===== src/rtl/image_conv_pipe.sv =====
// Three-stage 3x3 convolution over NUM_CH parallel channels sharing one kernel.
// Built-in Laplacian/Gaussian/box kernels, a programmable kernel and a centre-pixel bypass.
module image_conv_pipe #(
   parameter int DATA_BW = 8,
   parameter int NUM_CH  = 1,
   parameter int COEF_BW = 8
) (
   input  logic                        i_clk,
   input  logic                        i_rstn,
   input  logic [2:0]                  i_config_select,
   input  logic                        i_coef_wr_en,
   input  logic [3:0]                  i_coef_addr,
   input  logic [COEF_BW-1:0]          i_coef_data,
   input  logic [3:0]                  i_user_shift,
   input  logic                        i_dxi_in_valid,
   input  logic [DATA_BW*9*NUM_CH-1:0] i_dxi_in_data,
   output logic                        o_dxi_in_ready,
   output logic                        o_dxi_out_valid,
   output logic [DATA_BW*NUM_CH-1:0]   o_dxi_out_data,
   input  logic                        i_dxi_out_ready,
   output logic                        o_sat_flag
);
   localparam int PROD_W = DATA_BW + COEF_BW + 1;
   localparam int ACC_W  = DATA_BW + COEF_BW + 5;

   localparam logic [2:0] MODE_LAP1  = 3'd0;
   localparam logic [2:0] MODE_LAP2  = 3'd1;
   localparam logic [2:0] MODE_GAUSS = 3'd2;
   localparam logic [2:0] MODE_AVG   = 3'd3;
   localparam logic [2:0] MODE_USER  = 3'd4;

   localparam logic signed [ACC_W-1:0] PIX_MAX = ACC_W'((1 << DATA_BW) - 1);
   localparam logic signed [ACC_W-1:0] AVG_DIV = ACC_W'(9);

   // Bypass is a unit centre tap with no normalisation, so it can never clamp.
   function automatic logic signed [COEF_BW-1:0] kern_coef(
      input logic [2:0]                mode,
      input int                        k,
      input logic signed [COEF_BW-1:0] user_c
   );
      int v;
      case (mode)
         MODE_LAP1:  v = (k == 4) ? 4 : ((k % 2 == 1) ? -1 : 0);
         MODE_LAP2:  v = (k == 4) ? 8 : -1;
         MODE_GAUSS: v = (k == 4) ? 4 : ((k % 2 == 1) ? 2 : 1);
         MODE_AVG:   v = 1;
         MODE_USER:  v = int'(user_c);
         default:    v = (k == 4) ? 1 : 0;
      endcase
      return COEF_BW'(v);
   endfunction

   function automatic logic signed [PROD_W-1:0] mul_pix(
      input logic [DATA_BW-1:0]        pix,
      input logic signed [COEF_BW-1:0] c
   );
      logic signed [PROD_W-1:0] a;
      logic signed [PROD_W-1:0] b;
      a = $signed({{(PROD_W-DATA_BW){1'b0}}, pix});
      b = {{(PROD_W-COEF_BW){c[COEF_BW-1]}}, c};
      return a * b;
   endfunction

   function automatic logic signed [ACC_W-1:0] normalise(
      input logic signed [ACC_W-1:0] acc,
      input logic [2:0]              mode,
      input logic [3:0]              shift
   );
      logic signed [ACC_W-1:0] r;
      case (mode)
         MODE_GAUSS: r = acc >>> 4;
         MODE_AVG:   r = acc / AVG_DIV;
         MODE_USER:  r = acc >>> shift;
         default:    r = acc;
      endcase
      return r;
   endfunction

   // Returns {clamped, pixel}.
   function automatic logic [DATA_BW:0] clamp_pix(input logic signed [ACC_W-1:0] v);
      logic [DATA_BW:0] r;
      if (v < 0)            r = {1'b1, {DATA_BW{1'b0}}};
      else if (v > PIX_MAX) r = {1'b1, {DATA_BW{1'b1}}};
      else                  r = {1'b0, v[DATA_BW-1:0]};
      return r;
   endfunction

   logic                      adv;
   logic signed [COEF_BW-1:0] coef_q [9];
   logic signed [COEF_BW-1:0] coef_d [9];

   logic                      vld_p1_q, vld_p1_d;
   logic [2:0]                mode_p1_q, mode_p1_d;
   logic [3:0]                shift_p1_q, shift_p1_d;
   logic signed [PROD_W-1:0]  prod_p1_q [NUM_CH][9];
   logic signed [PROD_W-1:0]  prod_p1_d [NUM_CH][9];

   logic                      vld_p2_q, vld_p2_d;
   logic [2:0]                mode_p2_q, mode_p2_d;
   logic [3:0]                shift_p2_q, shift_p2_d;
   logic signed [ACC_W-1:0]   sum_p2_q [NUM_CH];
   logic signed [ACC_W-1:0]   sum_p2_d [NUM_CH];

   logic                      vld_p3_q, vld_p3_d;
   logic [DATA_BW*NUM_CH-1:0] pix_p3_q, pix_p3_d;
   logic                      sat_p3_q, sat_p3_d;

   assign adv             = !vld_p3_q || i_dxi_out_ready;
   assign o_dxi_in_ready  = adv;
   assign o_dxi_out_valid = vld_p3_q;
   assign o_dxi_out_data  = pix_p3_q;
   assign o_sat_flag      = sat_p3_q;

   // A write lands at the clock edge, so a beat accepted on that same edge still sees the old value.
   always_comb begin
      coef_d = coef_q;
      if (i_coef_wr_en && (i_coef_addr < 4'd9)) begin
         coef_d[i_coef_addr] = i_coef_data;
      end
   end

   // ---- S1: capture window controls and form products ----
   always_comb begin
      vld_p1_d   = vld_p1_q;
      mode_p1_d  = mode_p1_q;
      shift_p1_d = shift_p1_q;
      prod_p1_d  = prod_p1_q;
      if (adv) begin
         vld_p1_d   = i_dxi_in_valid;
         mode_p1_d  = i_config_select;
         shift_p1_d = i_user_shift;
         for (int c = 0; c < NUM_CH; c++) begin
            for (int k = 0; k < 9; k++) begin
               prod_p1_d[c][k] = mul_pix(i_dxi_in_data[c*9*DATA_BW + (8-k)*DATA_BW +: DATA_BW],
                                         kern_coef(i_config_select, k, coef_q[k]));
            end
         end
      end
   end

   // ---- S2: sum the nine taps per channel ----
   always_comb begin
      vld_p2_d   = vld_p2_q;
      mode_p2_d  = mode_p2_q;
      shift_p2_d = shift_p2_q;
      sum_p2_d   = sum_p2_q;
      if (adv) begin
         vld_p2_d   = vld_p1_q;
         mode_p2_d  = mode_p1_q;
         shift_p2_d = shift_p1_q;
         for (int c = 0; c < NUM_CH; c++) begin
            sum_p2_d[c] = '0;
            for (int k = 0; k < 9; k++) begin
               sum_p2_d[c] = sum_p2_d[c] + ACC_W'(prod_p1_q[c][k]);
            end
         end
      end
   end

   // ---- S3: normalise, clamp, register output; bubbles leave the output data untouched ----
   always_comb begin
      logic [DATA_BW:0] clamped;
      clamped  = '0;
      vld_p3_d = vld_p3_q;
      pix_p3_d = pix_p3_q;
      sat_p3_d = sat_p3_q;
      if (adv) begin
         vld_p3_d = vld_p2_q;
         if (vld_p2_q) begin
            sat_p3_d = 1'b0;
            for (int c = 0; c < NUM_CH; c++) begin
               clamped = clamp_pix(normalise(sum_p2_q[c], mode_p2_q, shift_p2_q));
               pix_p3_d[c*DATA_BW +: DATA_BW] = clamped[DATA_BW-1:0];
               sat_p3_d = sat_p3_d | clamped[DATA_BW];
            end
         end
      end
   end

   always_ff @(posedge i_clk) begin
      if (!i_rstn) begin
         vld_p1_q <= 1'b0;
         vld_p2_q <= 1'b0;
         vld_p3_q <= 1'b0;
         pix_p3_q <= '0;
         sat_p3_q <= 1'b0;
         for (int k = 0; k < 9; k++) begin
            coef_q[k] <= '0;
         end
      end else begin
         vld_p1_q <= vld_p1_d;
         vld_p2_q <= vld_p2_d;
         vld_p3_q <= vld_p3_d;
         pix_p3_q <= pix_p3_d;
         sat_p3_q <= sat_p3_d;
         coef_q   <= coef_d;
      end
   end

   always_ff @(posedge i_clk) begin
      mode_p1_q  <= mode_p1_d;
      shift_p1_q <= shift_p1_d;
      prod_p1_q  <= prod_p1_d;
      mode_p2_q  <= mode_p2_d;
      shift_p2_q <= shift_p2_d;
      sum_p2_q   <= sum_p2_d;
   end

endmodule


===== config.mk =====
export PLATFORM = sky130hd
export DESIGN_NAME = image_conv_pipe
export DESIGN_NICKNAME = d
export VERILOG_FILES = /design/src/rtl/image_conv_pipe.sv
export SDC_FILE = /design/constraint.sdc
export NUM_CORES = 2
export LEC_CHECK = 0
export CAP_MARGIN = 5
export CORE_MARGIN = 2
export CORE_UTILIZATION = 45
export DETAILED_ROUTE_END_ITERATION = 8
export GPL_TIMING_DRIVEN = 1
export PLACE_DENSITY = 0.74
export SLEW_MARGIN = 20
export SYNTH_ARGS = -nofsm -noshare
export SYNTH_HDL_FRONTEND = slang
export SYNTH_SLANG_ARGS = --single-unit

===== constraint.sdc =====
create_clock -name i_clk -period 11.4 [get_ports i_clk]
set_input_delay 1.71 -clock i_clk [delete_from_list [all_inputs] [get_ports i_clk]]
set_output_delay 1.71 -clock i_clk [all_outputs]
set_load 0.01 [all_outputs]

==> impl_metrics.csv <==
group,metric,value,unit
worst_hold_path,hp-class,"register to register",
sta,skew,19.0,ps
critical_path,crit_type,"register to register",
drt,wire_per_inst,18.4,um
cells_and_area,final_area,0.0427,sq mm
drt,vias_per_cell,5.40,
critical_path,path_max_fanout,7,
critical_path,end_kind,"register",
placed_design,hpwl,75400,um
die,die_h,289,um
sta,drv_slew,0,
drt,drtPass1Iterations,5,
critical_path,worst_path_most_repeated_cell,"buf_4",
synth,ys_top_cells_by_area,"fa_1 25%, edfxtp_1 15%, ha_1 14%",
sta,fin_crit,11470,ps
grt,antenna_found_initial,4,
drt,drt-initial-drc-count,1739,
die,start_util,45.4,%
synth,synthesis.instances,3762,
cells_and_area,nFillCells,6997,
clock_network,clk_pin_slew,60,ps
sta,post-route-period-util,101,%
die,io_pins,107,
die,die_area,0.0834,sq mm
cells_and_area,area_growth,17.0,%
synth,synth_seq_cells,272,
clock_network,clockBufferDepth,3,
critical_path,crit_buf_inv,9,
drt,ant_nets,0,
synth,synth_ff_type,"edfxtp_1",
clock_network,cts_tree,"done",
critical_path,required,11870,ps
drt,routed_wl,94900,um
synth,yosys.area.top_type,"fa_1",
sta,setup_slack,-73.2,ps
clock_network,htreeDepth,2,
synth,synthArstFlopShare,0,%
grt,gr-total-overflow,0,
critical_path,start_kind,"register",
placed_design,port_buffers,106,
placed_design,routabilityCongestion,0.920,
synth,yosysWarnings,0,
synth,synth_top_area_share,25.0,%
clock_network,root_buffer,"clkbuf_16",
grt,grt_pass1_vias,28600,
sta,finalSetupViolCount,8,
synth,seq_area_frac_synth,20.1,%
sta,relSlewSlack,22.6,%
cells_and_area,nNetsFinal,5041,
drt,drc,0,
cells_and_area,drive_gt1_share,13.7,%
clock_network,cts_buffers,34,
synth,synth_area,0.0365,sq mm
synth,synth_edf_count,188,
grt,track_usage,23.1,%
grt,grt_pass1_wl,152000,um
die,num_rows,104,
cells_and_area,multi_input_area,0.0274,sq mm
sta,fmax,87.2,MHz
sta,hold_violations,0,
sta,worst_pin_slew,1160,ps
cells_and_area,regArea,0.00733,sq mm
clock_network,cts.sinks,272,
synth,avgSynthCellArea,9.70,sq um
grt,grt_max_degree,85,
run_status,violations,"setup timing",
critical_path,crit_family,"compound AO/OA/AOI/OAI gates",
sta,rsz0062_at_grt,"yes",
job,maxCapViolCount,0,
clock_network,clock_latency,550,ps
run_status,status,"finished with violations",
die,fp.dieW,289,um
critical_path,critPathMaxStageDelay,560,ps
synth,syn_nets,4727,
placed_design,dpl_cell_area,0.0406,sq mm
critical_path,cp_slowest_cell,"or4_4",
drt,vias,27900,
synth,ys_types,109,
die,coreArea,0.0804,sq mm
critical_path,cp.arrival,11950,ps
[synthesized netlist by cell type, types with 14 or more instances]
| master | instances |
|---|---|
| o211ai_1 | 14 |
| or4_1 | 14 |
| fa_1 | 455 |
| clkbuf_1 | 74 |
| and3_1 | 20 |
| a21oi_1 | 185 |
| nand2b_1 | 44 |
| and2_1 | 216 |
| inv_1 | 644 |
| xnor2_1 | 93 |
| or3_1 | 16 |
| or2_2 | 63 |
| edfxtp_1 | 188 |
| ha_1 | 414 |
| nor3_1 | 25 |
| o21bai_1 | 26 |
| a21o_1 | 63 |
| nand3_1 | 27 |
| dfxtp_1 | 84 |
| xor2_1 | 62 |
| nor2_1 | 105 |
| a31oi_1 | 16 |
| o21ai_0 | 113 |
| mux2i_1 | 97 |
| nand2_1 | 281 |
| nor2b_1 | 163 |
[through the flow]
step | hold WS, ps | TNS [ps] | setup slack (ps) | instances | util [%]
final | 418 | -375 | -73.2 | 5162 | 53.1
after global routing | 426 | -4830 | -582 | 5162 | 53.1
after CTS | 419 | 0 | 7.92 | 5138 | 52.3
after detailed placement | 405 | -1910 | -254 | 5066 | 50.4
after global placement | 402 | -442 | -86.3 | 5066 | 50.4
after floorplan | 400 | -202 | -130 | 3762 | -
[flip-flops by register name, summed over array words and instances, names as in the netlist]
register,count
mode_p2_q,3
prod_p1_q,153
o_sat_flag,1
o_dxi_out_data,8
o_dxi_out_valid,1
mode_p1_q,3
vld_p1_q,1
shift_p2_q,4
shift_p1_q,4
sum_p2_q,21
vld_p2_q,1
coef_q,72
[worst register-to-register path: cells and delay by family (launching register included)]
| kind | cells | cell delay [ps] |
|---|---|---|
| and+or+nand+nor | 15 | 3890 |
| AOI/OAI and AO/OA | 21 | 4910 |
| DFF | 1 | 380 |
| muxes | 2 | 500 |
| adders and majority gates | 3 | 560 |
| buffers and inverters | 9 | 1160 |
[cells by family (layout without fill, tap and decap cells)]
| logic type | count (synthesis) | in the layout | share of synthesized area (%) |
|---|---|---|---|
| multiplexers | 112 | 112 | 3.22 |
| AND/OR/NAND/NOR | 1032 | 1032 | 15.2 |
| adder cells (fa/ha/maj) | 869 | 869 | 39.2 |
| AO/OA/AOI/OAI | 593 | 593 | 11.1 |
| buffers and inverters | 729 | 1068 | 7.52 |
| flip-flops | 272 | 272 | 20.1 |
| XOR/XNOR | 155 | 155 | 3.72 |
| other | 0 | 1 | 0 |
[timing repair]
action,in CTS,in global routing
setup buffers,11,23
resized for setup,44,100
hold buffers,0,0
pin swaps,27,47
setup endpoints to repair,9,9
[routing by layer]
| layer | share of wire, % | up-vias | track usage (%) |
|---|---|---|---|
| met2 | 50 | 783 | 39.9 |
| met1 | 41 | 13900 | 30.0 |
| met4 | 3.5 | 6 | 8.08 |
| met5 | 0.040 | - | 0 |
| met3 | 5.2 | 194 | 2.63 |
| li1 | - | 13100 | - |
[layout make-up]
type / instances / share of cell area [%]
timing repair buffer: 363 / 7.12
sequential: 272 / 17.2
clock buffer: 42 / 2.11
inverter: 644 / 5.66
multi-input combinational: 2761 / 64.2
antenna: 1 / 0.00586
clock inverter: 19 / 0.586
tap: 1060 / 3.11
[worst paths after layout]
check / from / to / slack (ps) / cells after the start
worst max-delay path: sum_p2_q[5] / o_dxi_out_data[1] / -70 / 50
worst min-delay path: shift_p1_q[1] / shift_p2_q[1] / 420 / 0
worst max register to register: sum_p2_q[5] / o_dxi_out_data[1] / -70 / 50
worst min register to register: shift_p1_q[1] / shift_p2_q[1] / 420 / 0
[layout by cell type (no fill, tap or decap), drive strengths merged, types with 44 or more instances in the layout]
master,n
xor2,62
nand2,281
nor2b,163
or2,65
xnor2,93
dfxtp,84
ha,414
edfxtp,188
nor2,107
mux2i,99
o21ai,130
clkdlybuf4s50,105
nand2b,44
a21o,63
fa,455
and2,216
buf,258
a21oi,187
inv,648
Power is left out: the tool's default activity adds up to more than one toggle a clock period on the data nets, which glitch-free logic cannot reach.
